[src/rtl/fir_pkg.sv]
// Shared types and width helper for the time-multiplexed FIR filter.
package fir_pkg;

  typedef enum logic {
    IDLE = 1'b0,
    MAC  = 1'b1
  } fir_state_e;

  // Result width large enough that TAPS worst-case products never overflow.
  function automatic int fir_out_w(input int data_w, input int coef_w, input int taps);
    return data_w + coef_w + $clog2(taps);
  endfunction

endpackage

[src/rtl/fir_mac.sv]
// Registered signed multiply-accumulate; sum exposes acc + a*b for the final tap.
module fir_mac
  import fir_pkg::*;
#(
  parameter int DATA_W = 8,
  parameter int COEF_W = 8,
  parameter int OUT_W  = 18
) (
  input  logic                     clk,
  input  logic                     rst_n,
  input  logic                     clr,
  input  logic                     en,
  input  logic signed [DATA_W-1:0] a,
  input  logic signed [COEF_W-1:0] b,
  output logic signed [OUT_W-1:0]  acc,
  output logic signed [OUT_W-1:0]  sum
);

  localparam int PROD_W = DATA_W + COEF_W;

  logic signed [PROD_W-1:0] prod;
  logic signed [OUT_W-1:0]  prod_ext;
  logic signed [OUT_W-1:0]  acc_q;
  logic signed [OUT_W-1:0]  acc_d;

  assign prod     = a * b;
  assign prod_ext = {{(OUT_W - PROD_W){prod[PROD_W-1]}}, prod};
  assign sum      = acc_q + prod_ext;
  assign acc      = acc_q;

  always_comb begin
    acc_d = acc_q;
    if (clr) begin
      acc_d = '0;
    end else if (en) begin
      acc_d = sum;
    end
  end

  always_ff @(posedge clk or negedge rst_n) begin
    if (!rst_n) begin
      acc_q <= '0;
    end else begin
      acc_q <= acc_d;
    end
  end

endmodule

[src/rtl/fir_seq_filter.sv]
// Time-multiplexed signed FIR: one sample per go, one tap per clock through a shared MAC.
module fir_seq_filter
  import fir_pkg::*;
#(
  parameter  int DATA_W = 8,
  parameter  int COEF_W = 8,
  parameter  int TAPS   = 4,
  localparam int OUT_W  = fir_out_w(DATA_W, COEF_W, TAPS),
  localparam int IDX_W  = $clog2(TAPS)
) (
  input  logic                     clk,
  input  logic                     rst_n,
  input  logic signed [DATA_W-1:0] in,
  input  logic                     go,
  input  logic                     coef_we,
  input  logic [IDX_W-1:0]         coef_addr,
  input  logic signed [COEF_W-1:0] coef_data,
  output logic                     busy,
  output logic                     valid,
  output logic signed [OUT_W-1:0]  y
);

  fir_state_e state_q, state_d;
  logic [IDX_W-1:0]         idx_q, idx_d;
  logic                     busy_q, busy_d;
  logic                     valid_q, valid_d;
  logic signed [OUT_W-1:0]  y_q, y_d;
  logic signed [DATA_W-1:0] x_q [TAPS];
  logic signed [DATA_W-1:0] x_d [TAPS];
  logic signed [COEF_W-1:0] c_q [TAPS];
  logic signed [COEF_W-1:0] c_d [TAPS];

  logic                     mac_clr;
  logic                     mac_en;
  logic signed [OUT_W-1:0]  mac_acc;
  logic signed [OUT_W-1:0]  mac_sum;

  fir_mac #(
    .DATA_W(DATA_W),
    .COEF_W(COEF_W),
    .OUT_W (OUT_W)
  ) u_mac (
    .clk  (clk),
    .rst_n(rst_n),
    .clr  (mac_clr),
    .en   (mac_en),
    .a    (x_q[idx_q]),
    .b    (c_q[idx_q]),
    .acc  (mac_acc),
    .sum  (mac_sum)
  );

  always_comb begin
    state_d = state_q;
    idx_d   = idx_q;
    busy_d  = busy_q;
    valid_d = 1'b0;
    y_d     = y_q;
    x_d     = x_q;
    c_d     = c_q;
    mac_clr = 1'b0;
    mac_en  = 1'b0;

    case (state_q)
      IDLE: begin
        // Coefficient write lands on the accept edge, so a simultaneous go sees it from E1.
        if (coef_we && (int'(coef_addr) < TAPS)) begin
          c_d[coef_addr] = coef_data;
        end
        if (go) begin
          for (int k = TAPS - 1; k > 0; k--) begin
            x_d[k] = x_q[k-1];
          end
          x_d[0]  = in;
          mac_clr = 1'b1;
          idx_d   = '0;
          state_d = MAC;
          busy_d  = 1'b1;
        end
      end
      MAC: begin
        mac_en = 1'b1;
        if (idx_q == IDX_W'(TAPS - 1)) begin
          y_d     = mac_sum;
          valid_d = 1'b1;
          state_d = IDLE;
          busy_d  = 1'b0;
        end else begin
          idx_d = idx_q + 1'b1;
        end
      end
      default: begin
        state_d = IDLE;
        busy_d  = 1'b0;
      end
    endcase
  end

  always_ff @(posedge clk or negedge rst_n) begin
    if (!rst_n) begin
      state_q <= IDLE;
      idx_q   <= '0;
      busy_q  <= 1'b0;
      valid_q <= 1'b0;
      y_q     <= '0;
      for (int k = 0; k < TAPS; k++) begin
        x_q[k] <= '0;
        c_q[k] <= COEF_W'(1);
      end
    end else begin
      state_q <= state_d;
      idx_q   <= idx_d;
      busy_q  <= busy_d;
      valid_q <= valid_d;
      y_q     <= y_d;
      x_q     <= x_d;
      c_q     <= c_d;
    end
  end

  assign busy  = busy_q;
  assign valid = valid_q;
  assign y     = y_q;

  logic unused_acc;
  assign unused_acc = ^mac_acc;

endmodule

[config.mk]
export PLATFORM = sky130hd
export DESIGN_NAME = fir_seq_filter
export DESIGN_NICKNAME = d
export VERILOG_FILES = /design/src/rtl/fir_pkg.sv /design/src/rtl/fir_mac.sv /design/src/rtl/fir_seq_filter.sv
export SDC_FILE = /design/constraint.sdc
export NUM_CORES = 1
export LEC_CHECK = 0
export CORE_UTILIZATION = 53
export CTS_CLUSTER_DIAMETER = 200
export DETAILED_ROUTE_END_ITERATION = 16
export PLACE_DENSITY = 0.72
export SLEW_MARGIN = 20
export SYNTH_ARGS = -nofsm -noshare
export SYNTH_HDL_FRONTEND = slang
export SYNTH_SLANG_ARGS = --single-unit
[constraint.sdc]
create_clock -name clk -period 9.2 [get_ports clk]
set_input_delay 2.3 -clock clk [delete_from_list [all_inputs] [get_ports clk]]
set_output_delay 2.3 -clock clk [all_outputs]
set_load 0.01 [all_outputs]
==> impl_metrics.env, run 1 <==
export IMPL_synth_simple_gate_area_share_pct=6.889
export IMPL_antenna_found_initial=0
export IMPL_grt_max_degree=59
export IMPL_synth_edf_count=0
export IMPL_vias_per_cell=5.399
export IMPL_post_synth_top_area_cell="dfrtp_1"
export IMPL_fin_util_pct=61.00
export IMPL_ys_ff_latch=105
export IMPL_grt_ovfl_total=0
export IMPL_syn_num_nets=748
export IMPL_cts_resized=0
export IMPL_grt_use_total_pct=21.59
export IMPL_hold_violations=0
export IMPL_rr_startpoint="idx_q[1]$_DFFE_PN0P_"
export IMPL_fin_cells=829
export IMPL_die_x_um=121.7
export IMPL_fp_row_count=43
export IMPL_slew_violations=0
export IMPL_area_delta_synth_final_pct=11.96
export IMPL_cts_hold_buf=0
export IMPL_clk_latency_ns=0.36
export IMPL_cp_startpoint="idx_q[1]$_DFFE_PN0P_"
export IMPL_synth_top_family_by_area="adder cells"
export IMPL_ys_seq_area_share_pct=34.67
export IMPL_dpl_hpwl_um=10890
export IMPL_vias=4476
export IMPL_numCtsBuffers=9
export IMPL_htree_levels=3
export IMPL_grt_pass1_vias=4935
export IMPL_die_y_um=121.7
export IMPL_yosys_mux_area_fraction_pct=17.02
export IMPL_ys_flop_type="dfrtp_1"
export IMPL_synth_xor_area_share_pct=2.307
export IMPL_drt_wl_total_um=14050
export IMPL_synth_most_common_cell="dfrtp_1"
export IMPL_fin_crit_ns=6.131
export IMPL_setup_violations=0
export IMPL_grt_pass1_wl_um=24440
export IMPL_synth_compound_area_share_pct=5.636
export IMPL_status="completed"
export IMPL_reg2reg_to="y[15]$_DFFE_PN0P_"
export IMPL_ios=42
export IMPL_place_gp_congestion=0.8827
export IMPL_r2r_slack_ns=3.07
export IMPL_core_mm2=0.01393
export IMPL_worstPathArrival_ns=6.38
export IMPL_cts_sinks=105
export IMPL_dp_cells=813
export IMPL_synthAdderAreaFrac_pct=28.18
export IMPL_portBuffers=41
export IMPL_netlist_area_leader_share_pct=33.29
export IMPL_setup_tns_ns=0
export IMPL_drive_above_1_share_pct=20.96
export IMPL_clockRootBuffer="clkbuf_16"
export IMPL_critPathCaptureType="register"
export IMPL_synthTopCellsByArea="dfrtp_1 33%, fa_1 21%, mux2_2 10%, ha_1 7.1%, mux4_2 4.4%"
export IMPL_max_cap_violations=0
export IMPL_start_util_pct=54.49
export IMPL_wl_per_cell_um=16.94
export IMPL_synth_cells=603
export IMPL_max_slew_margin_pct=45.13
export IMPL_synth_distinct_cells=45
export IMPL_path_clk_slew_ns=0.08
export IMPL_hold_class="register to register"
export IMPL_startpoint_type="register"
export IMPL_drt_iter0_markers=170
export IMPL_clock_fmax_mhz=163.1
export IMPL_worstSetupPathType="register to register"
export IMPL_postRouteAntennaNets=0
export IMPL_clock_path_buffers=2
export IMPL_async_flop_share_pct=100.0
export IMPL_finalClockSkew_ns=0.01054
export IMPL_cp_required_ns=9.45
export IMPL_die_area_mm2=0.01481
export IMPL_synth_common_cells="101 x dfrtp_1, 84 x inv_1, 80 x fa_1"
export IMPL_cts_setup_buffers=0
export IMPL_worst_hold_slack_ns=0.4842
export IMPL_synth_area_per_cell_um2=12.59
export IMPL_synth_warnings=0
export IMPL_fill_cells=1090
export IMPL_tightestPinTransition_ns=0.8231
export IMPL_drc=0
export IMPL_endpoint="y[15]$_DFFE_PN0P_"
export IMPL_finalCritPeriodShare_pct=66.64
export IMPL_r2r_cells=16
export IMPL_cts_tree="done"
export IMPL_first_pass_iters=4
export IMPL_antennaDiodeCount=0
export IMPL_syn_area_mm2=0.007592
export IMPL_rsz0062_at_grt="false"
export IMPL_crit_path_max_fanout=19
export IMPL_fin_nets=789
## metal layers
metal	GRT usage [%]	wire length (um)	vias to the layer above
met5	0	0	-
met1	30.43	6582	2306
met2	34.87	6875	80
met3	2.809	406	13
met4	6.944	182	0
li1	-	-	2077
## sequential cells by signal, indices dropped and copies added, names as in the netlist
signal	count
x_q	32
idx_q	2
y	18
state_q	1
u_mac.acc	18
valid	1
c_q	32
busy	1
## how the worst min path moves through the flow
stage	start	cells after the start	slack, ns	end
floorplan	u_mac.acc[0]$_DFFE_PN0P_	1	0.47	u_mac.acc[0]$_DFFE_PN0P_
global placement	y[11]$_DFFE_PN0P_	2	0.46	y[11]$_DFFE_PN0P_
detailed placement	y[6]$_DFFE_PN0P_	2	0.47	y[6]$_DFFE_PN0P_
CTS	y[6]$_DFFE_PN0P_	2	0.48	y[6]$_DFFE_PN0P_
global route	x_q[3]$_DFFE_PN0P_	1	0.52	x_q[3]$_DFFE_PN0P_
finish	y[6]$_DFFE_PN0P_	2	0.48	y[6]$_DFFE_PN0P_
## metrics by stage
stage               setup WS, ns  cell area [um2]
global route               2.771             8501
global placement           2.906             8180
floorplan                  3.766             7592
CTS                        2.723             8499
detailed placement         2.750             8180
finish                     3.069             8501
## cell type report
class,instances,area (um2),area share [%]
well taps,180,225.2,2.649
clock buffers,9,225.2,2.649
flip-flops and latches,105,2634,30.98
repair buffers,45,437.9,5.152
multi-input cells,396,4558,53.62
clock inverters,7,93.84,1.104
inverters,87,326.6,3.842
## cells by family after synthesis
| kind of cell | Yosys count |
|---|---|
| multiplexers | 97 |
| AND/OR/NAND/NOR | 100 |
| flip-flops | 105 |
| AO/OA/AOI/OAI | 56 |
| adder cells (fa/ha/maj) | 123 |
| buffers and inverters | 102 |
| XOR/XNOR | 20 |
## worst max-delay path, cell delays in order, from the launching register on
cell and delay, ns:
dfrtp_1 0.88, mux4_2 0.45, and2_1 0.62, inv_2 0.08, fa_1 0.50, inv_1 0.05, fa_1 0.51, fa_1 0.44
fa_1 0.52, fa_1 0.49, ha_1 0.29, nor4_2 0.31, o21ai_2 0.13, a31oi_4 0.23, o21ai_2 0.08, xnor2_1 0.15
mux2_2 0.27
## cell usage in the layout, fill, tap and decap left out, drive strengths merged, types with 2 or more instances in the layout
cell and instances:
a211oi 2, a21o 3, a21oi 9, a22o 12
and2 37, buf 5, clkbuf 9, clkdlybuf4s50 40
clkinv 6, dfrtp 101, dfstp 4, fa 80
ha 43, inv 88, mux2 80, mux2i 2
mux4 15, nand2 40, nand2b 4, nor2 13
o211ai 2, o21ai 15, o21bai 5, o31ai 5
xnor2 15, xor2 5
Power of run 1 is not shown: default switching activity piles up to over one toggle a cycle in this logic, so the estimate is an artifact.
==> run 2: changes to the inputs <==
Clock period 9.2 ns to 6 ns, I/O delays scaled along.
==> run 2 against run 1 <==
  * Via count is 0.92% higher
  * Sequential share of layout area is 0.15 points lower
  * Design area is 0.44% higher
  * Utilization is 0.27 points higher
  * Global-route usage is 0.60 points higher
  * Setup slack worse by 2.7 ns
  * Register-to-register slack worse by 2.7 ns
  * Non-clock buffer count is 7 higher
  * Worst hold slack worse by 0.0069 ns
  * Critical path depth is 2 higher
  * Die area stayed put
  * Highest routed layer unchanged
==> impl_metrics.env, run 2 (synthesized netlist as in run 1, its figures left out) <==
export IMPL_antenna_found_initial=0
export IMPL_cts_tree="done"
export IMPL_htree_levels=3
export IMPL_critPathCaptureType="register"
export IMPL_dpl_hpwl_um=11130
export IMPL_antennaDiodeCount=0
export IMPL_grt_pass1_vias=4984
export IMPL_clock_fmax_mhz=176.9
export IMPL_setup_tns_ns=0
export IMPL_wl_per_cell_um=17.06
export IMPL_first_pass_iters=4
export IMPL_startpoint_type="register"
export IMPL_numCtsBuffers=9
export IMPL_grt_ovfl_total=0
export IMPL_crit_path_max_fanout=14
export IMPL_start_util_pct=54.49
export IMPL_finalCritPeriodShare_pct=94.21
export IMPL_r2r_slack_ns=0.35
export IMPL_path_clk_slew_ns=0.08
export IMPL_core_mm2=0.01393
export IMPL_fin_util_pct=61.27
export IMPL_worstSetupPathType="register to register"
export IMPL_cts_hold_buf=0
export IMPL_grt_max_degree=56
export IMPL_cts_resized=0
export IMPL_finalClockSkew_ns=0.01454
export IMPL_postRouteAntennaNets=0
export IMPL_grt_use_total_pct=22.19
export IMPL_hold_violations=0
export IMPL_die_y_um=121.7
export IMPL_worstPathArrival_ns=5.90
export IMPL_fp_row_count=43
export IMPL_top_regs="c_q x32, x_q x32"
export IMPL_rsz0062_at_grt="false"
export IMPL_vias_per_cell=5.403
export IMPL_hold_class="register to register"
export IMPL_place_gp_congestion=0.8778
export IMPL_final_common_cell="dfrtp_1"
export IMPL_clockRootBuffer="clkbuf_16"
export IMPL_max_slew_margin_pct=53.49
export IMPL_drive_above_1_share_pct=21.65
export IMPL_die_area_mm2=0.01481
export IMPL_fin_crit_ns=5.653
export IMPL_cts_sinks=105
export IMPL_mostFrequentLayoutCells="101 x dfrtp_1, 84 x inv_1, 80 x fa_1"
export IMPL_tightestPinTransition_ns=0.6934
export IMPL_slew_violations=0
export IMPL_fin_nets=796
export IMPL_drc=0
export IMPL_ios=42
export IMPL_max_cap_violations=0
export IMPL_area_delta_synth_final_pct=12.46
export IMPL_grt_pass1_wl_um=24770
export IMPL_vias=4517
export IMPL_drt_wl_total_um=14260
export IMPL_portBuffers=41
export IMPL_cts_setup_buffers=0
export IMPL_die_x_um=121.7
export IMPL_worst_hold_slack_ns=0.4772
export IMPL_cp_required_ns=6.25
export IMPL_drt_iter0_markers=139
export IMPL_clock_path_buffers=2
export IMPL_status="completed"
export IMPL_clk_latency_ns=0.37
export IMPL_setup_violations=0
run 2: cell count changes in the layout (fill, tap and decap cells not counted), sizes merged:
cell and change:
buf +7, clkbuf +1, clkinv -4, clkinvlp +1
inv +2
run 2: worst max-delay path, stage by stage (launching register included):
cell and delay, ns:
dfrtp_1 0.36, buf_4 0.26, mux4_2 0.63, nand2_1 0.18, inv_1 0.08, fa_1 0.54, inv_1 0.13, fa_1 0.51
inv_1 0.05, fa_1 0.47, fa_1 0.49, ha_1 0.31, ha_1 0.35, a21oi_1 0.23, o21ai_0 0.18, a41oi_2 0.22
o21bai_1 0.11, xor2_1 0.16, mux2_4 0.26
run 2: final timing paths:
path / cells after the start / endpoint / from
max: 18 / y[16]$_DFFE_PN0P_ / idx_q[0]$_DFFE_PN0P_
min: 2 / y[6]$_DFFE_PN0P_ / y[6]$_DFFE_PN0P_
max reg2reg: 18 / y[16]$_DFFE_PN0P_ / idx_q[0]$_DFFE_PN0P_
min reg2reg: 2 / y[6]$_DFFE_PN0P_ / y[6]$_DFFE_PN0P_
max in group asynchronous: 2 / u_mac.acc[12]$_DFFE_PN0P_ / rst_n
min in group asynchronous: 1 / c_q[6]$_DFFE_PN0P_ / rst_n
run 2: routing by layer:
| layer | up-vias | wire length (um) | share of wire [%] | GRT usage [%] |
|---|---|---|---|---|
| met5 | - | 0 | 0 | 0 |
| met4 | 0 | 277 | 1.9 | 8.333 |
| met3 | 23 | 377 | 2.6 | 3.230 |
| met2 | 69 | 6827 | 48 | 35.55 |
| met1 | 2338 | 6779 | 48 | 30.84 |
| li1 | 2087 | - | - | - |
run 2: cell type report:
| class | instances | area [um2] |
|---|---|---|
| timing repair buffer | 52 | 490.5 |
| fill | 1081 | 5396 |
| multi-input combinational | 396 | 4558 |
| clock inverter | 6 | 66.31 |
| sequential | 105 | 2633 |
| tap | 180 | 225.2 |
| clock buffer | 10 | 239.0 |
| inverter | 87 | 326.6 |
run 2: stage by stage:
stage                     cells  area, um2  worst slack (ns)
after floorplan             603       7592            0.5661
after CTS                   836       8538            0.3134
after detailed placement    820       8233            0.3875
after global routing        836       8538           0.03258
final                       836       8538            0.3472
after global placement      820       8233            0.4806
Power of run 2 is left out for the same reason.
==> run 3: changes to the inputs <==
Settings changed: PLACE_DENSITY 0.72 to 0.75.
Clock period 6 ns to 4.5 ns, I/O delays scaled along.
==> run 3 against run 2 <==
  * The flow now finishes with violations (negative setup slack)
  * Clock skew is 0.0037 ns lower
  * First-iteration DRC count is 26% higher
  * Final cell count is 9.7% higher
==> impl_metrics.env, run 3 (synthesized netlist as in run 1, its figures left out) <==
export IMPL_first_pass_iters=4
export IMPL_top_regs="c_q x32, x_q x32"
export IMPL_endpoint="y[16]$_DFFE_PN0P_"
export IMPL_numCtsBuffers=9
export IMPL_path_clk_slew_ns=0.07
export IMPL_core_mm2=0.01393
export IMPL_grtUsageMet2_pct=41.48
export IMPL_fin_cells=917
export IMPL_drc=0
export IMPL_fin_nets=877
export IMPL_fp_row_count=43
export IMPL_grt_pass1_wl_um=27660
export IMPL_grt_ovfl_total=0
export IMPL_drive_above_1_share_pct=37.72
export IMPL_status="complete, but fails checks"
export IMPL_rsz0062_at_grt="true"
export IMPL_finalCritPeriodShare_pct=120.0
export IMPL_crit_path_max_fanout=5
export IMPL_drt_wl_total_um=16360
export IMPL_fin_ws_ns=-0.9022
export IMPL_cts_tree="done"
export IMPL_postRouteAntennaNets=0
export IMPL_r2r_slack_ns=-0.90
export IMPL_place_gp_congestion=0.8491
export IMPL_setup_violations=24
export IMPL_die_area_mm2=0.01481
export IMPL_mostFrequentLayoutCells="100 x dfrtp_1, 82 x buf_4, 80 x inv_1"
export IMPL_dpl_hpwl_um=12000
export IMPL_hold_class="register to register"
export IMPL_die_y_um=121.7
export IMPL_startpoint_type="register"
export IMPL_die_x_um=121.7
export IMPL_clock_fmax_mhz=185.1
export IMPL_reg2reg_to="y[16]$_DFFE_PN0P_"
export IMPL_dp_cells=885
export IMPL_vias_per_cell=5.330
export IMPL_area_delta_synth_final_pct=26.38
export IMPL_max_cap_violations=0
export IMPL_cts_hold_buf=0
export IMPL_cp_startpoint="idx_q[0]$_DFFE_PN0P_"
export IMPL_start_util_pct=54.49
export IMPL_max_slew_margin_pct=46.05
export IMPL_grt_use_total_pct=24.80
export IMPL_htree_levels=3
export IMPL_critPathCaptureType="register"
export IMPL_antennaDiodeCount=0
export IMPL_cp_required_ns=4.74
export IMPL_clock_path_buffers=2
export IMPL_grt_max_degree=92
export IMPL_hold_violations=0
export IMPL_grt_pass1_vias=5534
export IMPL_antenna_found_initial=0
export IMPL_ios=42
export IMPL_drt_iter0_markers=175
export IMPL_place_ws_ns=-0.8838
export IMPL_tightestPinTransition_ns=0.8093
export IMPL_worstSetupPathType="register to register"
export IMPL_grt_use_met1_pct=32.03
export IMPL_violations="negative setup slack"
export IMPL_wl_per_cell_um=17.84
export IMPL_top_usage_layer="met2"
export IMPL_clk_latency_ns=0.36
export IMPL_fin_crit_ns=5.402
export IMPL_clockRootBuffer="clkbuf_16"
export IMPL_worstPathArrival_ns=5.65
export IMPL_cts_sinks=105
export IMPL_final_common_cell="dfrtp_1"
export IMPL_vias=4888
export IMPL_r2r_cells=16
export IMPL_finalClockSkew_ns=0.01086
export IMPL_grtUsageMet3_pct=4.588
export IMPL_portBuffers=41
export IMPL_rr_startpoint="idx_q[0]$_DFFE_PN0P_"
export IMPL_slew_violations=0
[run 3: worst min path at each step]
| stage | startpoint | to | depth (start not counted) |
|---|---|---|---|
| 4_1_cts | y[6]$_DFFE_PN0P_ | y[6]$_DFFE_PN0P_ | 2 |
| 3_3_place_gp | y[6]$_DFFE_PN0P_ | y[6]$_DFFE_PN0P_ | 2 |
| 6_report | y[6]$_DFFE_PN0P_ | y[6]$_DFFE_PN0P_ | 2 |
| 5_1_grt | y[11]$_DFFE_PN0P_ | y[11]$_DFFE_PN0P_ | 2 |
| 3_5_place_dp | y[6]$_DFFE_PN0P_ | y[6]$_DFFE_PN0P_ | 2 |
| 2_1_floorplan | u_mac.acc[0]$_DFFE_PN0P_ | u_mac.acc[0]$_DFFE_PN0P_ | 1 |
[run 3: critical path, stage by stage, from the launching register on]
cell      delay [ns]
dfrtp_2         0.45
buf_12          0.14
mux4_2          0.51
or2_1           0.25
fa_1            0.48
fa_1            0.56
inv_1           0.06
fa_1            0.45
fa_1            0.53
fa_1            0.45
ha_4            0.33
o21ai_4         0.06
o211ai_2        0.22
a41oi_2         0.13
o21bai_1        0.25
xor2_1          0.13
mux2_4          0.27
[run 3: per-layer routing]
layer  wire [um]  up-vias
met5           0        -
met4         342        0
met3         551       30
met2        8417       85
met1        7046     2522
li1            -     2251
[run 3: cell type report]
cell class / instances / area (um2)
Multi-Input combinational cell: 396 / 4935
Sequential cell: 105 / 2634
Tap cell: 180 / 225.2
Fill cell: 918 / 4339
Clock buffer: 9 / 225.2
Timing Repair Buffer: 133 / 1184
Inverter: 87 / 326.6
Clock inverter: 7 / 66.31
[run 3: what timing repair did]
item | 4_1_cts | 5_1_grt
endpoints found under the setup margin | 26 | 26
gates cloned | 1 | 0
pin swaps | 17 | 16
resized for setup | 37 | 27
setup buffers | 10 | 8
hold endpoints to repair | 0 | 0
[run 3: through the flow]
stage	utilization, %	hold slack (ns)	cell area, um2	setup TNS [ns]
global route	68.86	0.5181	9595	-18.54
global placement	63.48	0.4573	8846	-13.07
floorplan	-	0.4697	7687	-9.764
CTS	67.85	0.4818	9455	-14.25
detailed placement	63.48	0.4633	8846	-15.17
finish	68.86	0.4674	9595	-14.95
Power of run 3 is left out for the same reason.
